File: config.mk
export PLATFORM = sky130hd
export DESIGN_NAME = rgb_stream_reader
export DESIGN_NICKNAME = d
export VERILOG_FILES = /design/src/rtl/rgb_stream_reader.sv
export SDC_FILE = /design/constraint.sdc
export NUM_CORES = 1
export LEC_CHECK = 0
export BUFFER_PORTS_ARGS = -buffer_cell sky130_fd_sc_hd__buf_4
export CAP_MARGIN = 10
export CORE_MARGIN = 1.5
export CORE_UTILIZATION = 59
export CTS_BUF_LIST = sky130_fd_sc_hd__clkbuf_4 sky130_fd_sc_hd__clkbuf_8
export DETAILED_ROUTE_END_ITERATION = 10
export PLACE_DENSITY = 0.79
export SETUP_SLACK_MARGIN = 0.5
export SLEW_MARGIN = 20
export SYNTH_ARGS = -nofsm -noshare
export SYNTH_HDL_FRONTEND = slang
export SYNTH_SLANG_ARGS = --single-unit
File: constraint.sdc
create_clock -name Clock -period 10.41 [get_ports Clock]
set_input_delay 0.5205 -clock Clock [delete_from_list [all_inputs] [get_ports Clock]]
set_output_delay 0.5205 -clock Clock [all_outputs]
set_load 0.03 [all_outputs]
File: src/rtl/rgb_stream_reader.sv
// rgb_stream_reader: streams packed RGB pixel pairs from SRAM through a word FIFO into a valid/ready pixel output
module rgb_stream_reader #(
    parameter int BASE_ADDR  = 146944,
    parameter int NUM_PIXELS = 76800,
    parameter int FIFO_DEPTH = 4
) (
    input  logic        Clock,
    input  logic        Reset,
    input  logic        Start,
    output logic [17:0] SRAM_address,
    input  logic [15:0] SRAM_read_data,
    output logic        SRAM_we_n,
    output logic [7:0]  Pixel_R,
    output logic [7:0]  Pixel_G,
    output logic [7:0]  Pixel_B,
    output logic        Pixel_valid,
    input  logic        Pixel_ready,
    output logic        Busy,
    output logic        Done
);
    localparam int NUM_WORDS = NUM_PIXELS * 3 / 2;
    localparam int AW = FIFO_DEPTH > 1 ? $clog2(FIFO_DEPTH) : 1;
    localparam int CW = $clog2(FIFO_DEPTH + 1);
    localparam int OW = CW + 2;

    typedef enum logic [1:0] {IDLE, RUN, DRAIN} state_t;

    state_t          state_q, state_d;
    logic [17:0]     addr_q, addr_d;
    logic [17:0]     word_cnt_q, word_cnt_d;
    logic [17:0]     pix_cnt_q, pix_cnt_d;
    logic [2:0]      tag_q, tag_d;
    logic [15:0]     fifo_q [FIFO_DEPTH];
    logic [AW-1:0]   wr_ptr_q, wr_ptr_d, rd_ptr_q, rd_ptr_d;
    logic [CW-1:0]   count_q, count_d;
    logic [1:0]      phase_q, phase_d;
    logic [15:0]     hold_q, hold_d;
    logic [23:0]     pix_q, pix_d;
    logic            valid_q, valid_d;
    logic            done_q, done_d;
    logic            push, pop, hs, last_hs, issue, room;
    logic [OW-1:0]   outstanding;
    logic [15:0]     w;

    // Read issue, FIFO bookkeeping, unpacking and frame control
    always_comb begin
        w           = fifo_q[rd_ptr_q];
        push        = tag_q[2];
        pop         = count_q != '0 && (phase_q == 2'd0 || !valid_q || Pixel_ready);
        hs          = valid_q && Pixel_ready;
        last_hs     = hs && pix_cnt_q == 18'(NUM_PIXELS - 1);
        // a word popped this edge frees its slot, so full read throughput is kept
        outstanding = OW'(count_q) + OW'(tag_q[0]) + OW'(tag_q[1]) + OW'(tag_q[2]) - OW'(pop);
        room        = outstanding < OW'(FIFO_DEPTH);
        issue       = (state_q == IDLE && Start) ||
                      (state_q == RUN && word_cnt_q < 18'(NUM_WORDS) && room);
        addr_d      = !issue ? addr_q : state_q == IDLE ? 18'(BASE_ADDR) : 18'(BASE_ADDR) + word_cnt_q;
        word_cnt_d  = !issue ? word_cnt_q : state_q == IDLE ? 18'd1 : word_cnt_q + 18'd1;
        state_d     = state_q == IDLE ? (Start ? RUN : IDLE) :
                      state_q == RUN ? (issue && word_cnt_q == 18'(NUM_WORDS - 1) ? DRAIN : RUN) :
                      (last_hs ? IDLE : DRAIN);
        pix_cnt_d   = state_q == IDLE ? '0 : pix_cnt_q + 18'(hs);
        done_d      = state_q == DRAIN && last_hs;
        tag_d       = {tag_q[1:0], issue};
        wr_ptr_d    = !push ? wr_ptr_q : wr_ptr_q == AW'(FIFO_DEPTH - 1) ? '0 : wr_ptr_q + 1'b1;
        rd_ptr_d    = !pop ? rd_ptr_q : rd_ptr_q == AW'(FIFO_DEPTH - 1) ? '0 : rd_ptr_q + 1'b1;
        count_d     = count_q + CW'(push) - CW'(pop);
        phase_d     = !pop ? phase_q : phase_q == 2'd2 ? 2'd0 : phase_q + 2'd1;
        hold_d      = pop && phase_q != 2'd2 ? w : hold_q;
        pix_d       = pop && phase_q == 2'd1 ? {hold_q, w[15:8]} :
                      pop && phase_q == 2'd2 ? {hold_q[7:0], w} : pix_q;
        valid_d     = pop && phase_q != 2'd0 ? 1'b1 : hs ? 1'b0 : valid_q;
    end

    // State registers; reset clears in-flight tags so late read data is dropped
    always_ff @(posedge Clock) begin
        if (Reset) begin
            state_q    <= IDLE;
            addr_q     <= '0;
            word_cnt_q <= '0;
            pix_cnt_q  <= '0;
            tag_q      <= '0;
            wr_ptr_q   <= '0;
            rd_ptr_q   <= '0;
            count_q    <= '0;
            phase_q    <= '0;
            hold_q     <= '0;
            pix_q      <= '0;
            valid_q    <= 1'b0;
            done_q     <= 1'b0;
        end else begin
            state_q    <= state_d;
            addr_q     <= addr_d;
            word_cnt_q <= word_cnt_d;
            pix_cnt_q  <= pix_cnt_d;
            tag_q      <= tag_d;
            wr_ptr_q   <= wr_ptr_d;
            rd_ptr_q   <= rd_ptr_d;
            count_q    <= count_d;
            phase_q    <= phase_d;
            hold_q     <= hold_d;
            pix_q      <= pix_d;
            valid_q    <= valid_d;
            done_q     <= done_d;
            if (push) fifo_q[wr_ptr_q] <= SRAM_read_data;
        end
    end

    assign SRAM_address = addr_q;
    assign SRAM_we_n    = 1'b1;
    assign Pixel_R      = pix_q[23:16];
    assign Pixel_G      = pix_q[15:8];
    assign Pixel_B      = pix_q[7:0];
    assign Pixel_valid  = valid_q;
    assign Busy         = state_q != IDLE;
    assign Done         = done_q;
endmodule
==> out/metrics.yaml, run 1 <==
design.die.area_um2: 13390
setup_tns_ps: 0
cp_data_arrival_time_ps: 5070
nets: 778
post_cts_buffers: 0
drtIter0Drc: 387
die_w_um: 115.7
yosysWarningCount: 0
cts_max_level: 4
finalWeightedCongestion: 0.8650
synth_edf_count: 64
final_cell_mix: "dfxtp_1 (111), nand2_1 (76), buf_4 (67), edfxtp_1 (64), a21oi_1 (56)"
dpl.hpwl_um: 9899
worstPathMaxFanout: 31
synthesis.nets: 740
maxCapViolCount: 0
grt_overflow: 0
regToRegStartpoint: "count_q[1]$_SDFF_PP0_"
coreArea_um2: 12210
synth_cell_type_count: 56
clk_pin_slew_ps: 90
slew_headroom: 0.3799
total_power_mw: 2.080
first_pass_iters: 5
hold_viol: 0
fin_skew_ps: 16.36
synth_xor_area_frac: 0.02337
yosys.area_share.simple: 0.1542
synth.mux.area_fraction: 0.06960
cp.required_ps: 10800
fp-row-count: 40
postSynthAreaPerCell_um2: 10.71
vias: 5423
ant_nets: 0
io_buffers: 64
grt_pass1_vias: 5130
post-route-min-period_ps: 4682
synth_top_family_by_area: "simple AND/OR/NAND/NOR gates"
worst_pin_slew_ps: 930.1
cts.sinks: 176
netlist_area_um2: 7496
ctsLongestPathBuffers: 2
holdCritPathClass: "in2reg"
initial_core_util: 0.6138
irDropWorstVdd_uv: 154.5
root_buffer: "clkbuf_8"
endpoint_kind: "flip-flop"
powerDensity_nw_per_um2: 246.7
fin_crit_sh: 0.4498
r2r_end: "word_cnt_q[7]$_SDFFE_PP0P_"
cts_buffers: 17
drt_wl_total_um: 15130
antenna_found_initial: 0
die_h_um: 115.7
synth-main-ff-cell: "dfxtp_1"
antennaDiodeCount: 0
cp-endpoint: "word_cnt_q[7]$_SDFFE_PP0P_"
crit_start: "count_q[1]$_SDFF_PP0_"
p_leak_nw: 2.980
syn_to_final_growth_pct: 12.47
layout-drive-gt1-share: 0.1664
final_cells: 919
run_status: "complete, no violations"
start_kind: "flip-flop"
grt_max_degree: 79
reg2regPathDepth: 12
cts_tree: "yes"
dp.cells: 887
avgViaCountPerCell: 5.901
fmax_mhz: 213.6
fillCellCount: 893
pin_count: 66
mostFrequentLayoutCell: "dfxtp_1"
rsz0062_at_grt: "false"
slowest_stage: "a211o_1"
synthAdderAreaFrac: 0.03539
track_usage: 0.2384
cts_resized: 0
grt_pass1_wl_um: 24520
hold_buffers: 0
final-max-slew-violation-count: 0
path_cells: "or3_1 -> o21ai_1 -> inv_1 -> ha_1 -> fa_1 -> inv_1 -> ha_1 -> and3b_1 -> or4_1 -> a211o_1 -> or4_1 -> a31oi_1"
synth-seq-cells: 176
regToRegSetupSlack_ps: 5730
clock_latency_ps: 470
synth-async-reset-ratio: 0
finalSetupViolCount: 0
path_class: "reg2reg"
synth_compound_area_frac: 0.1232
slowest_delay_ps: 670
syn_inst: 700
drcViolationCount: 0
yosysSeqAreaShare: 0.5555
wl_per_cell_um: 16.46
[how the worst min path moves through the flow]
stage                            startpoint                      end  slack, ps  depth (start not counted)
floorplan               tag_q[1]$_SDFF_PP0_      tag_q[2]$_SDFF_PP0_        420                          2
global placement    hold_q[14]$_SDFFE_PP0P_  hold_q[14]$_SDFFE_PP0P_        440                          2
detailed placement  hold_q[12]$_SDFFE_PP0P_  hold_q[12]$_SDFFE_PP0P_        450                          2
CTS                       SRAM_read_data[2]   fifo_q[3][2]$_DFFE_PP_        220                          1
global route              SRAM_read_data[2]   fifo_q[3][2]$_DFFE_PP_        210                          1
finish                    SRAM_read_data[6]   fifo_q[0][6]$_DFFE_PP_        250                          1
[power by group]
group	total [mW]	internal [mW]	switching, mW
clock network	0.485	0.247	0.238
logic	0.693	0.269	0.424
registers	0.902	0.809	0.0930
total	2.08	1.32	0.755
[per-stage QoR]
step / util / hold WS [ps] / area, um^2 / setup WS [ps]
floorplan: - / 422.0 / 7496 / 6521
global route: 0.6904 / 213.9 / 8431 / 5484
CTS: 0.6899 / 224.2 / 8424 / 5762
finish: 0.6904 / 249.1 / 8431 / 5728
detailed placement: 0.6561 / 446.3 / 8013 / 5600
global placement: 0.6561 / 443.6 / 8013 / 5736
[state kept, by name, summed over array words and instances (netlist names), 3 cells and up, named ones only]
signal        flops
fifo_q           64
pix_q            24
SRAM_address     18
pix_cnt_q        18
word_cnt_q       18
hold_q           16
count_q           3
tag_q             3
[metal layers]
layer  vias up  GRT usage  wire, um
met1      2599     0.3086      6705
li1       2633          -         -
met2       165     0.3882      7369
met4         0    0.09268       280
met5         -          0         0
met3        26    0.06224       772
[final cells by class]
| class | instances | area, um^2 | share of cell area |
|---|---|---|---|
| sequential | 176 | 4165 | 0.4941 |
| clock inverter | 12 | 155.1 | 0.01840 |
| clock buffer | 20 | 256.5 | 0.03042 |
| timing repair buffer | 67 | 503.0 | 0.05966 |
| inverter | 23 | 86.33 | 0.01024 |
| tap | 168 | 210.2 | 0.02493 |
| multi-input combinational | 453 | 3054 | 0.3623 |
[cell families (layout without fill, tap and decap cells)]
logic type,after synthesis,after routing
AO/OA/AOI/OAI,138,138
other,1,1
buffers and inverters,71,122
flip-flops,176,176
XOR/XNOR,20,20
AND/OR/NAND/NOR,242,242
multiplexers,32,32
adder cells (fa/ha/maj),20,20
[cells in the mapped netlist, drive strengths merged, types with 2 or more instances]
master / n / area share
o211a: 6 / 0.0080
or4: 7 / 0.0070
mux2i: 15 / 0.020
a211o: 2 / 0.0023
a31oi: 8 / 0.0067
o21ba: 2 / 0.0027
xor2: 8 / 0.0093
nor3: 20 / 0.013
nor2b: 4 / 0.0033
o2111ai: 2 / 0.0023
nand2: 77 / 0.039
a21o: 2 / 0.0020
nand2b: 4 / 0.0033
o31a: 2 / 0.0023
inv: 23 / 0.012
and3: 9 / 0.0075
and3b: 2 / 0.0023
or3: 10 / 0.0083
ha: 18 / 0.030
nor4: 2 / 0.0017
a311oi: 5 / 0.0058
a211oi: 17 / 0.018
xnor2: 12 / 0.014
a2111oi: 3 / 0.0043
o211ai: 6 / 0.0060
buf: 14 / 0.0097
dfxtp: 112 / 0.30
o21ai: 11 / 0.0073
a21oi: 57 / 0.038
mux4: 16 / 0.048
and2: 2 / 0.0017
a41oi: 2 / 0.0023
fa: 2 / 0.0053
nand3: 38 / 0.025
or2: 2 / 0.0017
clkbuf: 34 / 0.017
edfxtp: 64 / 0.26
o221ai: 10 / 0.012
nor2: 49 / 0.025
nand4: 10 / 0.0083
[worst max-delay path, delay by kind of cell (launching register included)]
kind	cells	cell delay [ps]
simple gates	4	1880
compound gates	3	1220
fa+ha+maj	3	900
flops	1	360
buf+inv	2	250
Note: power is estimated with default switching activity, not from simulation.
==> inputs of run 2 (changes only) <==
ABC_AREA = 1   (was not set)
CORE_UTILIZATION = 56   (was 59)
clock period = 3.78 ns   (was 10.41 ns; I/O delays follow)
==> out/metrics.yaml, run 2 <==
yosys.area.top_type: "dfxtp_1"
grt_pass1_wl_um: 26430
wl_per_cell_um: 14.00
crit_start: "phase_q[0]$_SDFFE_PP0P_"
postSynthAreaPerCell_um2: 8.730
post-route-min-period_ps: 3109
drtIter0Drc: 506
synth_area_leaders: "dfxtp_1 (29%), edfxtp_1 (25%), nand2_1 (7.9%), o21ai_0 (5.3%), nor2_1 (5.2%)"
clk_pin_slew_ps: 90
synth-main-ff-cell: "dfxtp_1"
antennaDiodeCount: 0
first_pass_iters: 5
setup_slack_ps: 670.7
yosysWarningCount: 0
rsz0062_at_grt: "true"
run_status: "complete, no violations"
endpoint_kind: "flip-flop"
worst_pin_slew_ps: 927.7
final-max-slew-violation-count: 0
die_w_um: 120.5
irDropWorstVdd_uv: 332.3
pin_count: 66
yosys-top-cells-count: "nand2_1 (162), dfxtp_1 (112), nor2_1 (108)"
cts_max_level: 4
syn_to_final_growth_pct: 14.51
finalWeightedCongestion: 0.8672
worstPathMaxFanout: 10
synth_edf_count: 64
mostFrequentLayoutCell: "nand2_1"
regToRegStartpoint: "phase_q[0]$_SDFFE_PP0P_"
netlist.area_leader.share: 0.2902
synth.most_common_cell: "nand2_1"
ant_nets: 0
layout-drive-gt1-share: 0.1502
grt_max_degree: 48
cts.sinks: 176
fp-row-count: 42
hold_viol: 0
slew_headroom: 0.3809
path_class: "reg2reg"
vias: 6156
maxCapViolCount: 0
syn_inst: 885
synth-async-reset-ratio: 0
powerDensity_nw_per_um2: 661.8
synth-seq-cells: 176
final_cell_mix: "nand2_1 (162), dfxtp_1 (112), nor2_1 (108), inv_1 (92), o21ai_0 (82)"
fin_skew_ps: 14.99
fmax_mhz: 321.6
regMostFlops: "fifo_q"
nets: 1000
grt_pass1_vias: 5583
cp_data_arrival_time_ps: 3510
drt_wl_total_um: 16070
synthesis.nets: 925
reg2regPathDepth: 16
r2r_end: "SRAM_address[3]$_SDFFE_PP0P_"
fin_crit_sh: 0.8226
die_h_um: 120.5
io_buffers: 64
design.die.area_um2: 14510
drcViolationCount: 0
netlist_area_um2: 7726
dp_worst_setup_slack_ps: 612.1
cts_tree: "yes"
antenna_found_initial: 0
ctsLongestPathBuffers: 2
clock_latency_ps: 470
avgViaCountPerCell: 5.362
grt_overflow: 0
coreArea_um2: 13350
finalSetupViolCount: 0
holdCritPathClass: "in2reg"
cp-endpoint: "SRAM_address[3]$_SDFFE_PP0P_"
p_leak_nw: 3.436
largest_register_ffs: 64
setup_tns_ps: 0
initial_core_util: 0.5788
root_buffer: "clkbuf_8"
cp.required_ps: 4180
dpl.hpwl_um: 10530
synth_cell_type_count: 44
regToRegSetupSlack_ps: 670
yosysSeqAreaShare: 0.5389
reg.largest.list: "fifo_q x64, pix_q x24"
cts_buffers: 17
track_usage: 0.2308
start_kind: "flip-flop"
[run 2: changes by cell type in the layout (fill, tap and decap cells not counted), moves of 15 or more]
cell	change
nand2_1	+86
nor2_1	+59
o22ai_1	+16
dlygate4sd3_1	+16
inv_1	+69
mux2i_1	-15
a211oi_1	-15
o21ai_0	+73
mux4_2	-16
[run 2: logic make-up after synthesis]
| group | after synthesis | share of synthesized area |
|---|---|---|
| AND/OR/NAND/NOR | 353 | 0.1924 |
| AO/OA/AOI/OAI | 190 | 0.1470 |
| flip-flops | 176 | 0.5389 |
| buffers and inverters | 134 | 0.07433 |
| adder cells (fa/ha/maj) | 20 | 0.03433 |
| XOR/XNOR | 11 | 0.01247 |
| other | 1 | 0.0004854 |
[run 2: timing repair]
item / CTS / global route
endpoints found under the hold margin: 64 / 0
buffers inserted: 0 / 1
setup endpoints to repair: 0 / 24
hold buffers: 16 / 0
resized for setup: 0 / 2
[run 2: layout make-up]
cell class | instances | area, um^2
sequential | 176 | 4164
fill | 1091 | 4501
clock inverter | 13 | 106.4
tap | 176 | 220.2
inverter | 96 | 362.8
multi-input combinational | 575 | 3003
timing repair buffer | 94 | 749.5
clock buffer | 18 | 241.5
[run 2: worst min path at each step]
stage,cells past startpoint,slack [ps],end,start
CTS,4,10,Pixel_valid$_SDFFE_PP0P_,Pixel_ready
global placement,1,390,fifo_q[3][7]$_DFFE_PP_,SRAM_read_data[7]
detailed placement,1,390,fifo_q[0][11]$_DFFE_PP_,SRAM_read_data[11]
global route,4,30,Pixel_valid$_SDFFE_PP0P_,Pixel_ready
finish,4,30,Pixel_valid$_SDFFE_PP0P_,Pixel_ready
floorplan,0,290,fifo_q[0][0]$_DFFE_PP_,SRAM_read_data[0]
[run 2: worst max-delay path, cell delays in order (launching register included)]
cell     delay (ps)
dfxtp_1         390
inv_1           110
nand2_1         120
nand3_2         100
nand2_4         120
inv_4            60
ha_1            310
fa_1            370
inv_1            70
ha_1            220
nand3_1         120
nand3_1          80
nand2_1          60
nand2_1          80
or2_1           230
or2_1           410
o21ai_2         190
[run 2: report_power, final]
group,internal [mW],switching [mW]
Clock,0.471,0.706
Combinational,0.761,1.50
Sequential,2.23,0.188
Total,3.46,2.39
[run 2: routing by layer]
layer | part of all wire | track usage
met1 | 0.46 | 0.3094
met2 | 0.47 | 0.3725
met3 | 0.057 | 0.05425
met4 | 0.014 | 0.07279
met5 | 0 | 0
[run 2: per-stage QoR]
step | instance area, um^2 | total power [mW] | utilization | hold slack [ps] | instances
final | 8847 | 5.855 | 0.6628 | 33.06 | 1148
after global routing | 8847 | 6.224 | 0.6628 | 32.39 | 1148
after CTS | 8828 | 5.846 | 0.6614 | 11.82 | 1147
after detailed placement | 8320 | 4.673 | 0.6234 | 392.9 | 1100
after global placement | 8320 | 4.605 | 0.6234 | 391.2 | 1100
after floorplan | 7726 | 4.055 | - | 287.9 | 885
==> inputs of run 3 (changes only) <==
clock period = 2.5 ns   (was 3.78 ns; I/O delays follow)
==> out/metrics.yaml, run 3 (synthesized netlist as in run 2, its figures left out) <==
nets: 1030
die_w_um: 120.5
fin_crit_sh: 1.056
post-route-min-period_ps: 2639
busiest_layer: "met2"
ctsLongestPathBuffers: 2
antennaDiodeCount: 0
track_usage: 0.2396
regMostFlops: "fifo_q"
grt_use_met3: 0.06179
slew_headroom: 0.5502
clk_pin_slew_ps: 100
worst_pin_slew_ps: 669.6
cts.sinks: 176
dp_worst_setup_slack_ps: -57.00
antenna_found_initial: 0
fillCellCount: 913
final_cells: 1179
setup_slack_ps: -139.0
io_buffers: 64
irDropWorstVdd_uv: 629.4
cts_tree: "yes"
p_leak_nw: 3.792
dp.cells: 1114
holdCritPathClass: "in2reg"
endpoint_kind: "flip-flop"
avgViaCountPerCell: 5.653
root_buffer: "clkbuf_8"
maxCapViolCount: 0
clock_latency_ps: 470
design.die.area_um2: 14510
reg.largest.list: "fifo_q x64, pix_q x24"
drt_wl_total_um: 19220
syn_to_final_growth_pct: 26.32
run_status: "finished, violations left"
cp_data_arrival_time_ps: 3040
first_pass_iters: 6
worstPathMaxFanout: 5
rsz0062_at_grt: "true"
fin_skew_ps: 14.82
wl_per_cell_um: 16.30
grt_pass1_vias: 5723
finalSetupViolCount: 38
fmax_mhz: 378.9
initial_core_util: 0.5788
cts_max_level: 4
grt_overflow: 0
grt_use_met2: 0.3793
grt_pass1_wl_um: 27390
mostFrequentLayoutCell: "nand2_1"
vias: 6665
total_power_mw: 10.03
ant_nets: 0
final_cell_mix: "nand2_1 (139), dfxtp_1 (108), nor2_1 (105), buf_4 (92), inv_1 (81)"
cts_buffers: 17
grt.met1_usage: 0.3233
fp-row-count: 42
dpl.hpwl_um: 10750
largest_register_ffs: 64
hold_viol: 0
layout-drive-gt1-share: 0.2532
die_h_um: 120.5
cp.required_ps: 2900
final-max-slew-violation-count: 0
start_kind: "flip-flop"
path_class: "reg2reg"
drtIter0Drc: 689
drcViolationCount: 0
grt_max_degree: 49
finalWeightedCongestion: 0.8684
violations: "setup timing"
coreArea_um2: 13350
pin_count: 66
powerDensity_nw_per_um2: 1028
-- run 3: cell type report --
type,instances,area [um^2],area share
repair inverters,3,31.28,0.003205
multi-input cells,576,3441,0.3526
repair buffers,120,1075,0.1101
well taps,176,220.2,0.02256
clock buffers,17,234.0,0.02397
clock inverters,15,187.7,0.01923
flip-flops and latches,176,4174,0.4277
inverters,96,396.6,0.04064
-- run 3: metrics by stage --
stage	hold slack, ps	setup TNS [ps]	utilization	area (um^2)
after CTS	25.02	-34.80	0.7006	9351
after global placement	326.2	0	0.6383	8519
after global routing	41.91	-8054	0.7312	9759
final	55.35	-3487	0.7312	9759
after detailed placement	326.9	-672.7	0.6383	8519
after floorplan	223.9	0	-	7781
-- run 3: worst max-delay path, stage by stage (launching register included) --
cell and delay (ps):
dfxtp_4 360, inv_2 40, nand2_4 80, nand3_4 70, nand2_4 80, inv_4 40
ha_4 200, fa_2 330, inv_2 80, ha_4 200, nand3_4 60, nand3_2 80
nand2_2 80, nand2_2 80, or2_1 270, or2_4 300, buf_12 140, o21ai_2 100
-- run 3: layer usage --
metal | vias to the layer above | wire [um] | share of wire
met1 | 3152 | 8074 | 0.42
met2 | 288 | 9311 | 0.48
li1 | 3173 | - | -
met3 | 52 | 1302 | 0.068
met5 | - | 0 | 0
met4 | 0 | 534 | 0.028
-- run 3: path summary, 6_finish.rpt --
| check | slack (ps) | startpoint | cells past startpoint | endpoint |
|---|---|---|---|---|
| worst max-delay path | -140 | phase_q[1]$_SDFFE_PP0P_ | 17 | SRAM_address[3]$_SDFFE_PP0P_ |
| worst min-delay path | 60 | Reset | 2 | word_cnt_q[9]$_SDFFE_PP0P_ |
| worst max register to register | -140 | phase_q[1]$_SDFFE_PP0P_ | 17 | SRAM_address[3]$_SDFFE_PP0P_ |
| worst min register to register | 470 | SRAM_address[8]$_SDFFE_PP0P_ | 2 | SRAM_address[8]$_SDFFE_PP0P_ |
-- run 3: what timing repair did --
action / in CTS / in global routing
resized for setup: 51 / 59
endpoints found under the setup margin: 42 / 54
pin swaps: 4 / 24
cloned: 1 / 7
hold buffers: 18 / 0
setup buffers: 3 / 4
endpoints found under the hold margin: 66 / 0
-- run 3: power breakdown --
group          switching (mW)  internal [mW]  total (mW)
logic                    2.70           1.59        4.30
clock network            1.15          0.939        2.09
registers               0.260           3.39        3.65
total                    4.12           5.92        10.0
